$ cat src/rtl/math_adder_seq_ctrl.sv
// Wide adder sequencer: one N*WORDS-bit add, one N-bit chunk per cycle through a shared external adder.
// Optional subtract mode: define MATH_ADDER_SEQ_SUB_EN to add the i_sub port (A - B via ~B and carry-in 1).
//
// state | meaning
// IDLE  | ready for a request; adder outputs forced to 0
// CALC  | one chunk per cycle, LSB first, carry chained through carry_q
// DONE  | result valid and held until i_ready
module math_adder_seq_ctrl #(
    parameter int N     = 8,
    parameter int WORDS = 4
) (
    input  logic                 i_clk,
    input  logic                 i_rst_n,
`ifdef MATH_ADDER_SEQ_SUB_EN
    input  logic                 i_sub,
`endif
    input  logic                 i_valid,
    output logic                 o_ready,
    input  logic [N*WORDS-1:0]   i_a,
    input  logic [N*WORDS-1:0]   i_b,
    input  logic                 i_cin,
    output logic                 o_valid,
    input  logic                 i_ready,
    output logic [N*WORDS-1:0]   o_sum,
    output logic                 o_carry,
    output logic                 o_busy,
    output logic [N-1:0]         o_add_a,
    output logic [N-1:0]         o_add_b,
    output logic                 o_add_cin,
    input  logic [N-1:0]         i_add_sum,
    input  logic                 i_add_carry
);

    localparam int W  = N * WORDS;
    localparam int IW = (WORDS > 1) ? $clog2(WORDS) : 1;

    typedef enum logic [1:0] {
        IDLE = 2'd0,
        CALC = 2'd1,
        DONE = 2'd2
    } state_t;

    state_t          state;
    state_t          state_nxt;
    logic [W-1:0]    a_q;
    logic [W-1:0]    b_q;
    logic [W-1:0]    sum_q;
    logic            carry_q;
    logic            carry_out_q;
    logic [IW-1:0]   idx;
    logic            last_chunk;
    logic [N-1:0]    a_chunk;
    logic [N-1:0]    b_chunk;
    logic            carry_init;

`ifdef MATH_ADDER_SEQ_SUB_EN
    logic            sub_q;
    assign carry_init = i_sub ? 1'b1 : i_cin;
`else
    assign carry_init = i_cin;
`endif

    assign last_chunk = (idx == IW'(WORDS - 1));
    assign a_chunk    = a_q[int'(idx)*N +: N];
    assign b_chunk    = b_q[int'(idx)*N +: N];

    always_ff @(posedge i_clk or negedge i_rst_n) begin
        if (!i_rst_n) begin
            state       <= IDLE;
            a_q         <= '0;
            b_q         <= '0;
            sum_q       <= '0;
            carry_q     <= 1'b0;
            carry_out_q <= 1'b0;
            idx         <= '0;
`ifdef MATH_ADDER_SEQ_SUB_EN
            sub_q       <= 1'b0;
`endif
        end else begin
            state <= state_nxt;
            case (state)
                IDLE: begin
                    if (i_valid) begin
                        a_q     <= i_a;
                        b_q     <= i_b;
                        carry_q <= carry_init;
                        idx     <= '0;
`ifdef MATH_ADDER_SEQ_SUB_EN
                        sub_q   <= i_sub;
`endif
                    end
                end
                CALC: begin
                    sum_q[int'(idx)*N +: N] <= i_add_sum;
                    carry_q                 <= i_add_carry;
                    idx                     <= idx + IW'(1);
                    if (last_chunk) begin
                        carry_out_q <= i_add_carry;
                    end
                end
                default: ;
            endcase
        end
    end

    always_comb begin
        state_nxt = state;
        case (state)
            IDLE:    if (i_valid) state_nxt = CALC;
            CALC:    if (last_chunk) state_nxt = DONE;
            DONE:    if (i_ready) state_nxt = IDLE;
            default: state_nxt = IDLE;
        endcase
    end

    always_comb begin
        o_add_a   = '0;
        o_add_b   = '0;
        o_add_cin = 1'b0;
        if (state == CALC) begin
            o_add_a   = a_chunk;
`ifdef MATH_ADDER_SEQ_SUB_EN
            o_add_b   = sub_q ? ~b_chunk : b_chunk;
`else
            o_add_b   = b_chunk;
`endif
            o_add_cin = carry_q;
        end
    end

    assign o_ready = (state == IDLE);
    assign o_valid = (state == DONE);
    assign o_busy  = (state != IDLE);
    assign o_sum   = sum_q;
    assign o_carry = carry_out_q;

endmodule

$ cat config.mk
export PLATFORM = sky130hd
export DESIGN_NAME = math_adder_seq_ctrl
export DESIGN_NICKNAME = d
export VERILOG_FILES = /design/src/rtl/math_adder_seq_ctrl.sv
export SDC_FILE = /design/constraint.sdc
export NUM_CORES = 1
export LEC_CHECK = 0
export CORE_MARGIN = 3
export CORE_UTILIZATION = 47
export DETAILED_ROUTE_END_ITERATION = 16
export PLACE_DENSITY = 0.8
export SYNTH_ARGS = -nofsm -noshare
export SYNTH_HDL_FRONTEND = slang
export SYNTH_SLANG_ARGS = --single-unit
$ cat constraint.sdc
create_clock -name i_clk -period 3.2 [get_ports i_clk]
set_input_delay 0.96 -clock i_clk [delete_from_list [all_inputs] [get_ports i_clk]]
set_output_delay 0.96 -clock i_clk [all_outputs]
set_load 0.01 [all_outputs]
-- Word level (Yosys, flattened, before mapping)
Index checks and enable logic that the tools add are counted.
- add/sub/neg operators: 2
- multipliers: 0
- div/mod/pow operators: 0
- order comparisons: 0
- eq/ne operators: 6
- shifts and indexed selects: 4
- mux-type cells: 12
- bitwise operators: 0
- reductions and logical operators: 7
- operators with widths (operator ; number):
    indexed part select 32 x 6 -> 8 bit ; 2
    negation 5 -> 33 bit ; 1
    variable shift 8 x 33 -> 32 bit (first input constant) ; 1
    indexed part select 8 x 33 -> 32 bit ; 1
    bitwise mux 32 bit ; 1
    2-to-1 mux 8 bit ; 2
    2-to-1 mux 2 bit ; 4
    one-hot mux 2 bit (3 select lines) ; 1
    AND reduction 2 bit ; 3
    equality test 2 bit (second input constant) ; 2
    inequality test 2 bit (second input constant) ; 2
    one-hot mux 2 bit (2 select lines) ; 1
    nonzero test 2 bit ; 2
    AND reduction 3 bit ; 1
    adder 2 x 1 -> 2 bit (second input constant) ; 1
    equality test 2 x 1 -> 1 bit (second input constant) ; 1
    zero test 2 bit ; 1
    2-to-1 mux 1 bit ; 2
    inequality test 2 x 1 -> 1 bit (second input constant) ; 1
    one-hot mux 1 bit (2 select lines) ; 1
- register bits: 102
- latch bits: 0
- RAM bits: 0
- ROM bits: 0
- input port bits: 78
- word-level logic and storage cells: 38
- memories kept: 0

-- Longest topological paths before layout
Gate-level depths: netlist (run 1).
- depth in word-level cells: 3
- gate-level depth with buffers: 8
- mapped depth without buffers: 5

-- Worst setup path after synthesis (run 1)
OpenSTA, ideal clock, no wires.
- path kind: register -> register
- start: register idx[0]
- end: register sum_q[16], in the netlist o_sum[16]
- library setup time: 0.067 ns
- data arrival time: 2.164 ns
- data required time: 3.133 ns
- setup slack: 0.969 ns
- cell stages (with the launch flop): 8
- period minus slack after synthesis: 2.231 ns
- cells stage by stage: dfrtp_1 buf_2 buf_2 inv_1 ha_1 or3b_4 nor4b_4 a22o_1
- longest elaborated chain between the ends: 3
- elaborated cells between the ends (all ways): 4
- ends and longest elaborated chain (what ; line ; source):
    start: declaration ; 50 ; logic [IW-1:0] idx;
    start signal: assignment ; 96 ; idx <= idx + IW'(1);
    negation 5 -> 33 bit * ; 94 ; sum_q[int'(idx)*N +: N] <= i_add_sum;
    indexed part select 8 x 33 -> 32 bit or variable shift 8 x 33 -> 32 bit (tied branches) ; 94 ;
    bitwise mux 32 bit * ; 94 ;
    end signal: indexed assignment ; 94 ;
    end: declaration ; 47 ; logic [W-1:0] sum_q;
Every way passes the cells marked *; elsewhere a longest branch is shown, timed or not.
A chain may end at the register's enable or synchronous reset.

-- Final worst setup path (run 1)
- start: register idx[0]
- end: output port o_add_a[6]
- longest elaborated chain between the ends: 2
- ends and longest elaborated chain (what ; line ; source):
    indexed part select 32 x 6 -> 8 bit ; 64 ; assign a_chunk = a_q[int'(idx)*N +: N];
    2-to-1 mux 8 bit ; 120 ; if (state == CALC) begin
    end: declaration ; 27 ; output logic [N-1:0] o_add_a,
Every way passes these cells.

==> flow_summary.json, run 1 <==
{
  "timing.final.crit_share_pct": 95.2,
  "cts.sinks": 102,
  "grt_max_degree": 67,
  "gp_congestion": 0.828,
  "final-max-slew-violation-count": 0,
  "crit_type": "register to output pin",
  "syn_to_final_growth_pct": 37.9,
  "overflow": 0,
  "syn_area_um2": 4460,
  "synth_seq_area_share_pct": 57.3,
  "grt_pass1_vias": 3145,
  "cap_viol_max_count": 0,
  "cts_setup_buffers": 0,
  "p_comb_share_pct": 46.4,
  "ys.warnings.count": 0,
  "drive_gt1_share_pct": 13.1,
  "netlist_instances": 332,
  "drtIter0Drc": 54,
  "p_leak_nw": 2.60,
  "synth_seq_cells": 102,
  "synth_top_cell_area_share_pct": 57.3,
  "yosys.area_share.adder_pct": 1.40,
  "ir_worst_vdd_mv": 0.559,
  "crit_path_max_fanout": 12,
  "p_sw_w": 0.00199,
  "yosys.area.top_type": "dfrtp_1",
  "p_sw_share_pct": 33.6,
  "setup_viol": 0,
  "hpwlAfterDp_um": 7170,
  "dieArea_um2": 10700,
  "dp_cells": 578,
  "setup-tns-final_ns": 0,
  "synthSimpleGateAreaFrac_pct": 6.77,
  "io_pins": 131,
  "power_density_nw_per_um2": 967,
  "htree_levels": 3,
  "ant_nets": 0,
  "antenna_cells": 0,
  "cts_root_buffer": "clkbuf_8",
  "synth_top_family_by_area": "multiplexers",
  "clkLatencyLatePin_ns": 0.35,
  "grt_pass1_wl_um": 15200,
  "slowest_delay_ns": 0.61,
  "cts_buffers": 9,
  "rows": 34,
  "cp_data_arrival_time_ns": 2.09,
  "hp-class": "register to register",
  "routed_via_density": 5.23,
  "die_h_um": 103,
  "fill_cells": 652,
  "hold_viol": 0,
  "finClkSkew_ns": 0.0134,
  "grt_usage_pct": 18.5,
  "p_total_w": 0.00595,
  "cts_tree": "done",
  "synth-xor-area-share_pct": 0,
  "hold-worst-slack_ns": 0.484,
  "clock_path_buffers": 2,
  "grt_setup_unrepaired": "false",
  "die_w_um": 103,
  "drc": 0,
  "fin_cells": 593,
  "period_needed_ns": 3.05,
  "wl_per_cell_um": 16.4,
  "initial_utilization_pct": 49.7,
  "nets": 546,
  "numPortBuffers": 130,
  "dpl_cell_area_um2": 5890,
  "synth.avg_cell_area_um2": 13.4,
  "p_int_w": 0.00395,
  "antenna_found_initial": 0,
  "worstMarginPinSlew_ns": 0.796,
  "critical_path.cell_chain": "buf_4, mux2i_1, o22ai_1, clkdlybuf4s50_1",
  "synth_compound_area_share_pct": 8.17,
  "relSlewSlack_pct": 47.0,
  "synth_flop_cell": "dfrtp_1",
  "status": "completed",
  "drt-total-wl_um": 9700,
  "power_frac_seq_pct": 38.0,
  "crit_slowest_cell": "dfrtp_2",
  "synth.area.top_cells": "dfrtp_1 57%, mux2_1 9.6%, mux2i_1 7.2%",
  "vias": 3103,
  "synthArstFlopShare_pct": 100,
  "path_clk_slew_ns": 0.09,
  "critPathRequiredTime_ns": 2.24,
  "drt_first_pass_iters": 4,
  "endpoint_kind": "output pin",
  "clock_power_share_pct": 15.7,
  "fin_area_um2": 6150,
  "synth-edff-count": 0,
  "fmaxAchievable_mhz": 328,
  "crit_path_start_kind": "register",
  "synth.mux.area_fraction_pct": 23.6,
  "ys_types": 26,
  "coreArea_um2": 8980,
  "synth_fp_nets": 415
}
[what timing repair did]
action	in CTS	in global routing
gates resized for setup	5	2
endpoints found under the hold margin	0	0
hold buffers	0	0
endpoints found under the setup margin	16	16
[logic make-up after synthesis]
logic type                 Yosys count
AOI/OAI and AO/OA                   55
adders and majority gates            5
buffers and inverters               20
DFF                                102
muxes                               97
and+or+nand+nor                     53
[cells in the final DEF, fill, tap and decap left out, types with 2 or more instances in the layout]
cell,instances
clkdlybuf4s50_1,129
bufinv_16,3
mux2_2,27
o21ai_0,15
nand2b_1,2
ha_1,5
nor4b_4,3
dfrtp_2,2
clkbuf_8,9
mux2i_1,32
o21ai_1,5
dfrtp_1,100
o22ai_1,16
buf_12,3
inv_1,4
a22o_1,16
mux2_1,38
buf_4,4
nand2_1,36
clkinv_2,2
nand2_4,2
nand3b_1,3
[sequential cells by signal (all words and copies together) (netlist names)]
register  flops
a_q          32
b_q          32
carry_q       1
idx           2
o_carry       1
o_sum        32
state         2
[Yosys cell counts, types with 2 or more instances]
| cell type | n |
|---|---|
| mux2_1 | 38 |
| nor4b_4 | 3 |
| ha_1 | 5 |
| o21ai_1 | 5 |
| a22o_1 | 16 |
| and2_1 | 2 |
| mux2i_1 | 32 |
| o21ai_0 | 15 |
| dfrtp_1 | 102 |
| o22ai_1 | 16 |
| buf_2 | 9 |
| nand2_1 | 38 |
| inv_1 | 4 |
| mux2_2 | 27 |
| nand2b_1 | 2 |
| buf_6 | 5 |
| clkbuf_1 | 2 |
| nand3b_1 | 3 |
[final cells by class]
cell class	instances	area [um2]	share of cell area, %
Tap cell	126	158	2.57
Inverter	4	15.0	0.244
Clock buffer	9	124	2.02
Timing Repair Buffer	136	1380	22.5
Sequential cell	102	2550	41.6
Multi-Input combinational cell	210	1800	29.4
Clock inverter	6	109	1.77
[worst max-delay path, delay by kind of cell (launching register included)]
family	cells	cell delay [ns]
AO/OA/AOI/OAI	1	0.21
multiplexers	1	0.10
buffers and inverters	2	0.81
flip-flops	1	0.61
[power by group through the flow]
| stage | Combinational [W] | Sequential [W] | Clock [W] |
|---|---|---|---|
| final | 0.00276 | 0.00226 | 0.000931 |
| after global routing | 0.00299 | 0.00233 | 0.00100 |
| after CTS | 0.00279 | 0.00226 | 0.000952 |
| after detailed placement | 0.00275 | 0.00227 | 0 |
| after global placement | 0.00269 | 0.00224 | 0 |
| after floorplan | 0.00161 | 0.00223 | 0 |
[final timing paths]
kind                       slack [ns]          to     start  cells after the start
min reg2reg                      0.48    o_sum[5]  o_sum[5]                      2
max in group asynchronous        1.82     b_q[15]   i_rst_n                      2
max reg2reg                      0.65   o_sum[23]    idx[0]                      7
min in group asynchronous        0.70    o_sum[4]   i_rst_n                      1
min                              0.48    o_sum[5]  o_sum[5]                      2
max                              0.15  o_add_a[6]    idx[0]                      4
[layer usage]
metal | wire length (um) | track usage (%) | vias up
met5 | 0 | 0 | -
met4 | 158 | 6.37 | 0
met3 | 862 | 6.10 | 13
met2 | 4480 | 29.8 | 116
met1 | 4190 | 23.6 | 1513
li1 | - | - | 1461
[stage by stage]
stage               util, %  setup WS (ns)
global route           68.5         0.0225
global placement       65.6          0.188
floorplan                 -          0.969
CTS                    68.4        0.00710
detailed placement     65.6         0.0521
finish                 68.5          0.152
(Power assumes the default switching activity.)
==> run 2, diff against run 1 <==
--- a/config.mk
+++ b/config.mk
@@ -5,9 +5,9 @@
 export SDC_FILE = /design/constraint.sdc
 export NUM_CORES = 1
 export LEC_CHECK = 0
-export CORE_MARGIN = 3
 export CORE_UTILIZATION = 47
 export DETAILED_ROUTE_END_ITERATION = 16
+export HOLD_SLACK_MARGIN = 0.08
 export PLACE_DENSITY = 0.8
 export SYNTH_ARGS = -nofsm -noshare
 export SYNTH_HDL_FRONTEND = slang
==> flow_summary.json, run 2 (same netlist as run 1, synthesis figures left out) <==
{
  "worstHoldStart": "a_q[20]",
  "crit_type": "register to output pin",
  "numPortBuffers": 130,
  "critPathRequiredTime_ns": 2.24,
  "overflow": 0,
  "period_needed_ns": 3.05,
  "rrSetupSlack_ns": 1.12,
  "io_pins": 131,
  "setup-tns-final_ns": 0,
  "cp_top_family": "buffers and inverters",
  "grt_pass1_wl_um": 15800,
  "worstMarginPinSlew_ns": 0.616,
  "cts_root_buffer": "clkbuf_8",
  "fin_cells": 580,
  "die_w_um": 99.4,
  "grt_setup_unrepaired": "false",
  "initial_utilization_pct": 48.5,
  "r2r_start": "idx[0]",
  "cp_data_arrival_time_ns": 2.09,
  "antenna_cells": 0,
  "grt_usage_pct": 20.7,
  "power_density_nw_per_um2": 954,
  "power_frac_seq_pct": 38.5,
  "syn_to_final_growth_pct": 36.5,
  "crit_path_start_kind": "register",
  "dpl_cell_area_um2": 5880,
  "nets": 547,
  "wl_per_cell_um": 16.7,
  "setup_viol": 0,
  "die_h_um": 99.4,
  "fmaxAchievable_mhz": 327,
  "cts.sinks": 102,
  "grt_util_met3_pct": 7.59,
  "timing.final.crit_share_pct": 95.4,
  "finClkSkew_ns": 0.00667,
  "grt_pass1_vias": 3222,
  "drtIter0Drc": 115,
  "final_common_cell": "clkdlybuf4s50_1",
  "hold_viol": 0,
  "status": "completed",
  "coreArea_um2": 9200,
  "busiest_layer": "met2",
  "p_total_w": 0.00580,
  "final-max-slew-violation-count": 0,
  "cts_buffers": 9,
  "drt-total-wl_um": 9710,
  "relSlewSlack_pct": 58.9,
  "grt_max_degree": 56,
  "cap_viol_max_count": 0,
  "cts_setup_buffers": 0,
  "p_comb_share_pct": 47.7,
  "p_sw_w": 0.00200,
  "htree_levels": 3,
  "critical_path.cell_chain": "nor2b_4, nand2_1, buf_4, o22ai_1, clkdlybuf4s50_1",
  "vias": 3117,
  "drt_first_pass_iters": 4,
  "ir_worst_vdd_mv": 0.634,
  "dieArea_um2": 9880,
  "routed_via_density": 5.37,
  "crit_path_max_fanout": 16,
  "final_cell_mix": "129 x clkdlybuf4s50_1, 101 x dfrtp_1, 38 x mux2_1, 37 x nand2_1, 32 x mux2i_1",
  "hp-class": "register to register",
  "cts_tree": "done",
  "endpoint_kind": "output pin",
  "fin_area_um2": 6080,
  "grt_util_met1_pct": 26.4,
  "finish.utilization_pct": 66.1,
  "rows": 35,
  "gp_congestion": 0.727,
  "p_int_w": 0.00380,
  "ant_nets": 0,
  "dp_cells": 564,
  "fill_cells": 677,
  "path_clk_slew_ns": 0.09,
  "clock_path_buffers": 2,
  "p_leak_nw": 2.57,
  "cp_num_buf_inv": 2,
  "clock_power_share_pct": 13.7,
  "grt_use_met2_pct": 33.8,
  "p_sw_share_pct": 34.5,
  "drive_gt1_share_pct": 12.6,
  "critPathLaunch": "state[0]",
  "drc": 0,
  "clkLatencyLatePin_ns": 0.35,
  "antenna_found_initial": 0,
  "slowest_delay_ns": 0.56,
  "crit_slowest_cell": "clkdlybuf4s50_1",
  "hpwlAfterDp_um": 7100
}
==> run 2: cell count changes in the layout (fill, tap and decap cells not counted) <==
cell	change
nand2_4	-1
clkbuf_1	+2
buf_4	+1
dfrtp_2	-1
dfrtp_1	+1
clkinv_2	-1
clkinvlp_4	+2
bufinv_16	-2
nand2_1	+1
==> run 2: layout make-up <==
cell class,instances,area [um2],area share (%)
flip-flops and latches,102,2550,42.0
well taps,111,139,2.28
repair buffers,137,1390,22.8
clock buffers,11,131,2.16
clock inverters,5,58.8,0.967
inverters,4,15.0,0.247
multi-input cells,210,1800,29.5
==> run 2: what timing repair did <==
item                                    4_1_cts  5_1_grt
gates resized for setup                       1        3
endpoints found under the setup margin       16       16
pin swaps                                     0        0
gates cloned                                  0        0
hold buffers                                  0        0
==> run 2: final timing paths <==
| check | to | cells past startpoint |
|---|---|---|
| worst max-delay path | o_add_b[6] | 5 |
| worst min-delay path | a_q[20] | 1 |
| worst max register to register | o_sum[18] | 5 |
| worst min register to register | a_q[20] | 1 |
| max in group asynchronous | idx[0] | 2 |
| min in group asynchronous | o_sum[28] | 1 |
==> run 2: stage by stage <==
stage / setup slack, ns / hold slack (ns)
after floorplan: 0.969 / 0.457
after global placement: 0.276 / 0.462
after detailed placement: 0.233 / 0.474
after CTS: 0.0334 / 0.495
after global routing: 0.0100 / 0.507
final: 0.146 / 0.489
==> run 2: routing by layer <==
layer  wire length [um]  part of all wire (%)
met4                 63                  0.65
met2               4530                    47
met5                  0                     0
met1               4300                    44
met3                815                   8.4
==> run 2: power by group through the flow <==
stage / Clock (W) / Combinational, W / Sequential (W)
2_1_floorplan: 0 / 0.00161 / 0.00223
3_3_place_gp: 0 / 0.00271 / 0.00222
3_5_place_dp: 0 / 0.00277 / 0.00226
4_1_cts: 0.000813 / 0.00279 / 0.00224
5_1_grt: 0.000868 / 0.00299 / 0.00232
6_report: 0.000797 / 0.00277 / 0.00224
==> run 3, diff against run 2 <==
--- a/config.mk
+++ b/config.mk
@@ -9,6 +9,7 @@
 export DETAILED_ROUTE_END_ITERATION = 16
 export HOLD_SLACK_MARGIN = 0.08
 export PLACE_DENSITY = 0.8
+export SLEW_MARGIN = 20
 export SYNTH_ARGS = -nofsm -noshare
 export SYNTH_HDL_FRONTEND = slang
 export SYNTH_SLANG_ARGS = --single-unit
==> results of run 3 <==
Same layout as run 2: the final DEF is identical, and so are final timing and power.
